--- src/rtl/seq_shifter.sv ---
`default_nettype none
// ============================================================================
//  Module   : seq_shifter
//  Purpose  : Multi-cycle barrel-shift replacement; STEP bits per clock,
//             arithmetic/logical/rotate, signed amount. Optional carry output
//             enabled by defining SEQ_SHIFTER_CARRY_EN.
//  Revision : 1.0 - initial release
// ============================================================================
module seq_shifter #(
  parameter int WIDTH = 16,
  parameter int AMT_W = 6,
  parameter int STEP  = 1
) (
  input  logic             clk,
  input  logic             reset,
  input  logic             start,
  input  logic [WIDTH-1:0] src,
  input  logic [AMT_W-1:0] amount,
  input  logic [1:0]       mode,
  output logic             busy,
  output logic             done,
  output logic [WIDTH-1:0] result,
  output logic             zero
`ifdef SEQ_SHIFTER_CARRY_EN
  ,
  output logic             carry
`endif
);

  localparam int CNT_W = $clog2(WIDTH + 1);
  localparam int EXT_W = (AMT_W + 1 > CNT_W) ? AMT_W + 1 : CNT_W;
  localparam logic [1:0] MODE_ARITH = 2'b00;
  localparam logic [1:0] MODE_ROT   = 2'b10;

  typedef enum logic [1:0] {
    S_IDLE  = 2'd0,
    S_SHIFT = 2'd1,
    S_DONE  = 2'd2
  } state_t;

  state_t           r_state;
  state_t           w_state_n;
  logic [WIDTH-1:0] r_work;
  logic [CNT_W-1:0] r_rem;
  logic             r_dir;
  logic [1:0]       r_mode;
  logic             r_msb;
  logic [WIDTH-1:0] r_result;
  logic             r_zero;

  logic             w_neg;
  logic [AMT_W:0]   w_amt_ext;
  logic [AMT_W:0]   w_mag;
  logic [EXT_W-1:0] w_mag_ext;
  logic [CNT_W-1:0] w_count;
  logic [WIDTH-1:0] w_work_n;
  logic [CNT_W-1:0] w_rem_n;
  logic             w_bit;
  logic             w_fill;
  logic             w_last;

  // Magnitude is one bit wider so the most negative amount stays representable.
  assign w_neg     = amount[AMT_W-1];
  assign w_amt_ext = {amount[AMT_W-1], amount};
  assign w_mag     = w_neg ? -w_amt_ext : w_amt_ext;
  assign w_mag_ext = EXT_W'(w_mag);

  always_comb begin
    w_count = '0;
    if (mode == MODE_ROT)
      w_count = CNT_W'(w_mag_ext & EXT_W'(WIDTH - 1));
    else if (w_mag_ext >= EXT_W'(WIDTH))
      w_count = CNT_W'(WIDTH);
    else
      w_count = CNT_W'(w_mag_ext);
  end

  // Up to STEP single-bit shifts, each gated by the bits still remaining.
  always_comb begin
    w_work_n = r_work;
    w_bit    = 1'b0;
    w_fill   = 1'b0;
    w_last   = 1'b0;
    for (int i = 0; i < STEP; i++) begin
      if (CNT_W'(i) < r_rem) begin
        w_bit = r_dir ? w_work_n[0] : w_work_n[WIDTH-1];
        if (r_mode == MODE_ROT)
          w_fill = w_bit;
        else if (r_mode == MODE_ARITH && r_dir)
          w_fill = r_msb;
        else
          w_fill = 1'b0;
        if (r_dir)
          w_work_n = {w_fill, w_work_n[WIDTH-1:1]};
        else
          w_work_n = {w_work_n[WIDTH-2:0], w_fill};
        w_last = w_bit;
      end
    end
  end

  assign w_rem_n = (r_rem > CNT_W'(STEP)) ? r_rem - CNT_W'(STEP) : '0;

  always_ff @(posedge clk) begin
    if (reset)
      r_state <= S_IDLE;
    else
      r_state <= w_state_n;
  end

  always_comb begin
    w_state_n = r_state;
    busy      = 1'b0;
    done      = 1'b0;
    case (r_state)
      S_IDLE: begin
        if (start)
          w_state_n = (w_count == '0) ? S_DONE : S_SHIFT;
      end
      S_SHIFT: begin
        busy = 1'b1;
        if (w_rem_n == '0)
          w_state_n = S_DONE;
      end
      S_DONE: begin
        done = 1'b1;
        if (start)
          w_state_n = (w_count == '0) ? S_DONE : S_SHIFT;
        else
          w_state_n = S_IDLE;
      end
      default: w_state_n = S_IDLE;
    endcase
  end

`ifdef SEQ_SHIFTER_CARRY_EN
  logic r_cout;
  logic r_carry;
`endif

  always_ff @(posedge clk) begin
    if (reset) begin
      r_work   <= '0;
      r_rem    <= '0;
      r_dir    <= 1'b0;
      r_mode   <= 2'b00;
      r_msb    <= 1'b0;
      r_result <= '0;
      r_zero   <= 1'b1;
`ifdef SEQ_SHIFTER_CARRY_EN
      r_cout   <= 1'b0;
      r_carry  <= 1'b0;
`endif
    end else if (r_state == S_SHIFT) begin
      r_work <= w_work_n;
      r_rem  <= w_rem_n;
`ifdef SEQ_SHIFTER_CARRY_EN
      r_cout <= w_last;
`endif
      if (w_rem_n == '0) begin
        r_result <= w_work_n;
        r_zero   <= (w_work_n == '0);
`ifdef SEQ_SHIFTER_CARRY_EN
        r_carry  <= w_last;
`endif
      end
    end else if (start) begin
      r_work <= src;
      r_rem  <= w_count;
      r_dir  <= w_neg;
      r_mode <= mode;
      r_msb  <= src[WIDTH-1];
`ifdef SEQ_SHIFTER_CARRY_EN
      r_cout <= 1'b0;
`endif
      if (w_count == '0) begin
        r_result <= src;
        r_zero   <= (src == '0);
`ifdef SEQ_SHIFTER_CARRY_EN
        r_carry  <= 1'b0;
`endif
      end
    end
  end

  assign result = r_result;
  assign zero   = r_zero;
`ifdef SEQ_SHIFTER_CARRY_EN
  assign carry  = r_carry;
`endif

endmodule
`default_nettype wire

--- config.mk ---
export PLATFORM = sky130hd
export DESIGN_NAME = seq_shifter
export DESIGN_NICKNAME = d
export VERILOG_FILES = /design/src/rtl/seq_shifter.sv
export SDC_FILE = /design/constraint.sdc
export NUM_CORES = 1
export LEC_CHECK = 0
export ABC_AREA = 1
export CORE_MARGIN = 2
export CORE_UTILIZATION = 48
export DETAILED_ROUTE_END_ITERATION = 7
export GPL_ROUTABILITY_DRIVEN = 0
export PLACE_DENSITY_LB_ADDON = 0.25
export RECOVER_POWER = 25
export SLEW_MARGIN = 20
export SYNTH_ARGS = -nofsm -noshare
export SYNTH_HDL_FRONTEND = slang
export SYNTH_SLANG_ARGS = --single-unit
--- constraint.sdc ---
create_clock -name clk -period 1.8 [get_ports clk]
set_input_delay 0.18 -clock clk [delete_from_list [all_inputs] [get_ports clk]]
set_output_delay 0.18 -clock clk [all_outputs]
set_load 0.005 [all_outputs]
==> impl_metrics.csv <==
group,metric,value,unit
power,power.switching,0.001501,W
synth,ys_warn_count,0,
power,power,0.003738,W
critical_path,critPathLaunchType,"flip-flop",
clock_network,path_clk_slew,0.08,ns
clock_network,cts-root-buf,"clkbuf_8",
power,p_int,0.002238,W
clock_network,cts_buffers,5,
synth,ys_ff_latch,44,
outcome,status,"completed",
critical_path,critPathKind,"flip-flop to flip-flop",
power,comb_power_share,0.491,
power,p_seq_frac,0.335,
layout,diodes,0,
hold_path,hold_class,"primary input to flip-flop",
synth,synth_edf_count,0,
sta,hold_ws,0.3019,ns
synth,yosysSeqAreaShare,0.3126,
global_route,grt_max_degree,39,
route,via_per_inst,5.296,
route,via_count,3093,
critical_path,crit_fanout,11,
layout,final_net_count,541,
route,drtIter0Drc,222,
clock_network,cts.sinks,44,
job,cap_violations,0,
sta,worst-slew-pin-transition,0.4459,ns
synth,postSynthAreaPerCell,6.318,µm²
layout,finalCoreUtilization,0.6651,
floorplanning,initial_core_util,0.5055,
power,switching_share,0.4015,
global_route,overflow,0,
route,first_pass_iters,6,
power,clockPowerShare,0.175,
power,peakVddDrop,0.5619,mV
critical_path,r2r_cells,11,
hold_path,whs_path_depth,4,
sta,finalCritPeriodShare,0.9402,
floorplanning,die_area,6499,µm²
route,wl_per_cell,13.10,µm
sta,period_minus_slack,1.692,ns
synth,synth-main-ff-cell,"dfxtp_1",
critical_path,end_kind,"flip-flop",
sta,worst_slack,0.1077,ns
clock_network,cts_tree,"yes",
power,p_leak,1.814,nW
floorplanning,dieWidth,80.62,µm
route,drtAntennaViolNets,0,
sta,clock_skew,0.005093,ns
global_route,grt_usage,0.2503,
place,dp_slack,-0.3838,ns
sta,rsz0062_at_grt,"false",
floorplanning,die_height,80.62,µm
layout,area_delta_synth_final,31.57,%
place,io_buffers,45,
route,drc,0,
route,drt_wl_total,7650,µm
critical_path,arrival,1.89,ns
sta,setup-violations-final,0,
floorplanning,core_area,5574,µm²
clock_network,htreeDepth,2,
floorplanning,io_pins,46,
synth,synth_cell_types,33,
floorplanning,rows,27,
synth,ys_async_sr_fraction,0,
place,hpwl,5508,µm
synth,netlist_area,2818,µm²
layout,fillCellCount,543,
clock_network,insertion_delay,0.30,ns
global_route,grt_pass1_wl,12780,µm
sta,maxSlewViolCount,0,
layout,drive_gt1_frac,0.1484,
global_route,grt_pass1_vias,2905,
clock_network,cts_buffer_depth,2,
critical_path,crit_required,2.00,ns
sta,fmax,0.5909,GHz
power,power_density,1008,nW/µm²
synth,syn-num-nets,476,
sta,relSlewSlack,0.6996,
sta,hold_viol_final,0,
synth,syn_inst,446,
global_route,antenna_found_initial,0,
area by class of cell:
class | instances | area, µm² | area share
clock buffer | 8 | 90.09 | 0.02430
inverter | 54 | 210.2 | 0.05670
multi-input combinational | 330 | 1707 | 0.4603
sequential | 44 | 882.1 | 0.2379
tap | 72 | 90.09 | 0.02430
timing repair buffer | 76 | 728.2 | 0.1964
repair_timing:
| action | 4_1_cts | 5_1_grt |
|---|---|---|
| endpoints found under the setup margin | 16 | 24 |
| hold buffers | 0 | 0 |
| resized for setup | 4 | 24 |
| setup buffers | 1 | 4 |
| gates cloned | 0 | 0 |
| pin swaps | 3 | 10 |
Yosys cell counts (3+ instances only):
library cell	number	area, µm²
inv_1	51	191.4
buf_2	6	30.03
o21ai_0	37	185.2
nand3b_1	16	120.1
a31oi_1	11	68.82
nand2_1	120	450.4
o211ai_1	10	75.07
nor2_4	3	33.78
nor2_1	63	236.5
nor2_2	14	87.58
o21bai_1	3	22.52
nand3_1	16	80.08
dfxtp_1	44	880.8
ha_1	3	37.54
a21oi_1	10	50.05
nand4_1	8	50.05
clkbuf_1	9	33.78
state kept, by name, summed over array words and instances (netlist names):
register  cells
r_state       2
r_dir         1
r_mode        2
result       16
zero          1
r_rem         5
r_msb         1
r_work       16
cell usage in the layout, fill, tap and decap left out, types with 3 or more instances in the layout:
| master | Yosys | routed |
|---|---|---|
| nor2_4 | 3 | 5 |
| o21bai_1 | 3 | 3 |
| nand4_1 | 8 | 8 |
| a31oi_1 | 11 | 11 |
| o211ai_1 | 10 | 10 |
| nand3_4 | 2 | 3 |
| clkdlybuf4s50_1 | 0 | 32 |
| nand2_1 | 120 | 119 |
| nand3_1 | 16 | 16 |
| inv_2 | 2 | 5 |
| o21ai_0 | 37 | 34 |
| buf_4 | 0 | 23 |
| inv_1 | 51 | 48 |
| dlygate4sd3_1 | 0 | 11 |
| dfxtp_1 | 44 | 43 |
| clkbuf_8 | 0 | 6 |
| a21oi_1 | 10 | 9 |
| buf_6 | 2 | 5 |
| nor2_1 | 63 | 60 |
| nand3b_1 | 16 | 16 |
| nor2_2 | 14 | 15 |
| clkbuf_1 | 9 | 3 |
routing by layer:
layer  global-route usage  vias up  wire length [µm]
met1               0.2973     1378              3208
met5                    0        -                 0
li1                     -     1568                 -
met3              0.04944       22               495
met4               0.1085        0               225
met2               0.4350      125              3720
kinds of logic after synthesis:
family / Yosys count / share of synthesized area
buffers and inverters: 72 / 0.1048
DFF: 44 / 0.3126
AOI/OAI and AO/OA: 74 / 0.1510
and+or+nand+nor: 251 / 0.4121
xor gates and xnor gates: 2 / 0.006218
adders and majority gates: 3 / 0.01332
through the flow:
step                      cell area (µm²)  std cells  TNS [ns]
after floorplan                      2830        446         0
after global placement               3498        571    -5.104
after detailed placement             3498        571    -6.563
after CTS                            3608        580         0
after global routing                 3707        584         0
final                                3707        584         0
worst max-delay path, stage by stage, from the launching register on:
cell and delay (ns):
dfxtp_1 0.40, inv_2 0.07, ha_1 0.17, nand3_1 0.12
nand2_4 0.09, a21oi_2 0.18, nor2_2 0.09, nand3_4 0.12
buf_6 0.16, nand3b_1 0.09, nand2_1 0.06, nor2_1 0.03
worst paths after layout:
path	end	startpoint	slack, ns
worst min register to register	r_mode[1]	r_mode[1]	0.47
worst max register to register	result[9]	r_rem[1]	0.11
worst max-delay path	result[9]	r_rem[1]	0.11
worst min-delay path	r_rem[0]	amount[0]	0.30
power by group through the flow:
stage          logic [W]  clock network, W  registers, W
3_5_place_dp     0.00174                 0       0.00127
5_1_grt          0.00206          0.000714       0.00127
6_report         0.00183          0.000653       0.00125
4_1_cts          0.00176          0.000664       0.00125
3_3_place_gp     0.00171                 0       0.00127
2_1_floorplan    0.00115                 0       0.00125
Note: power is estimated with default switching activity, not from simulation.
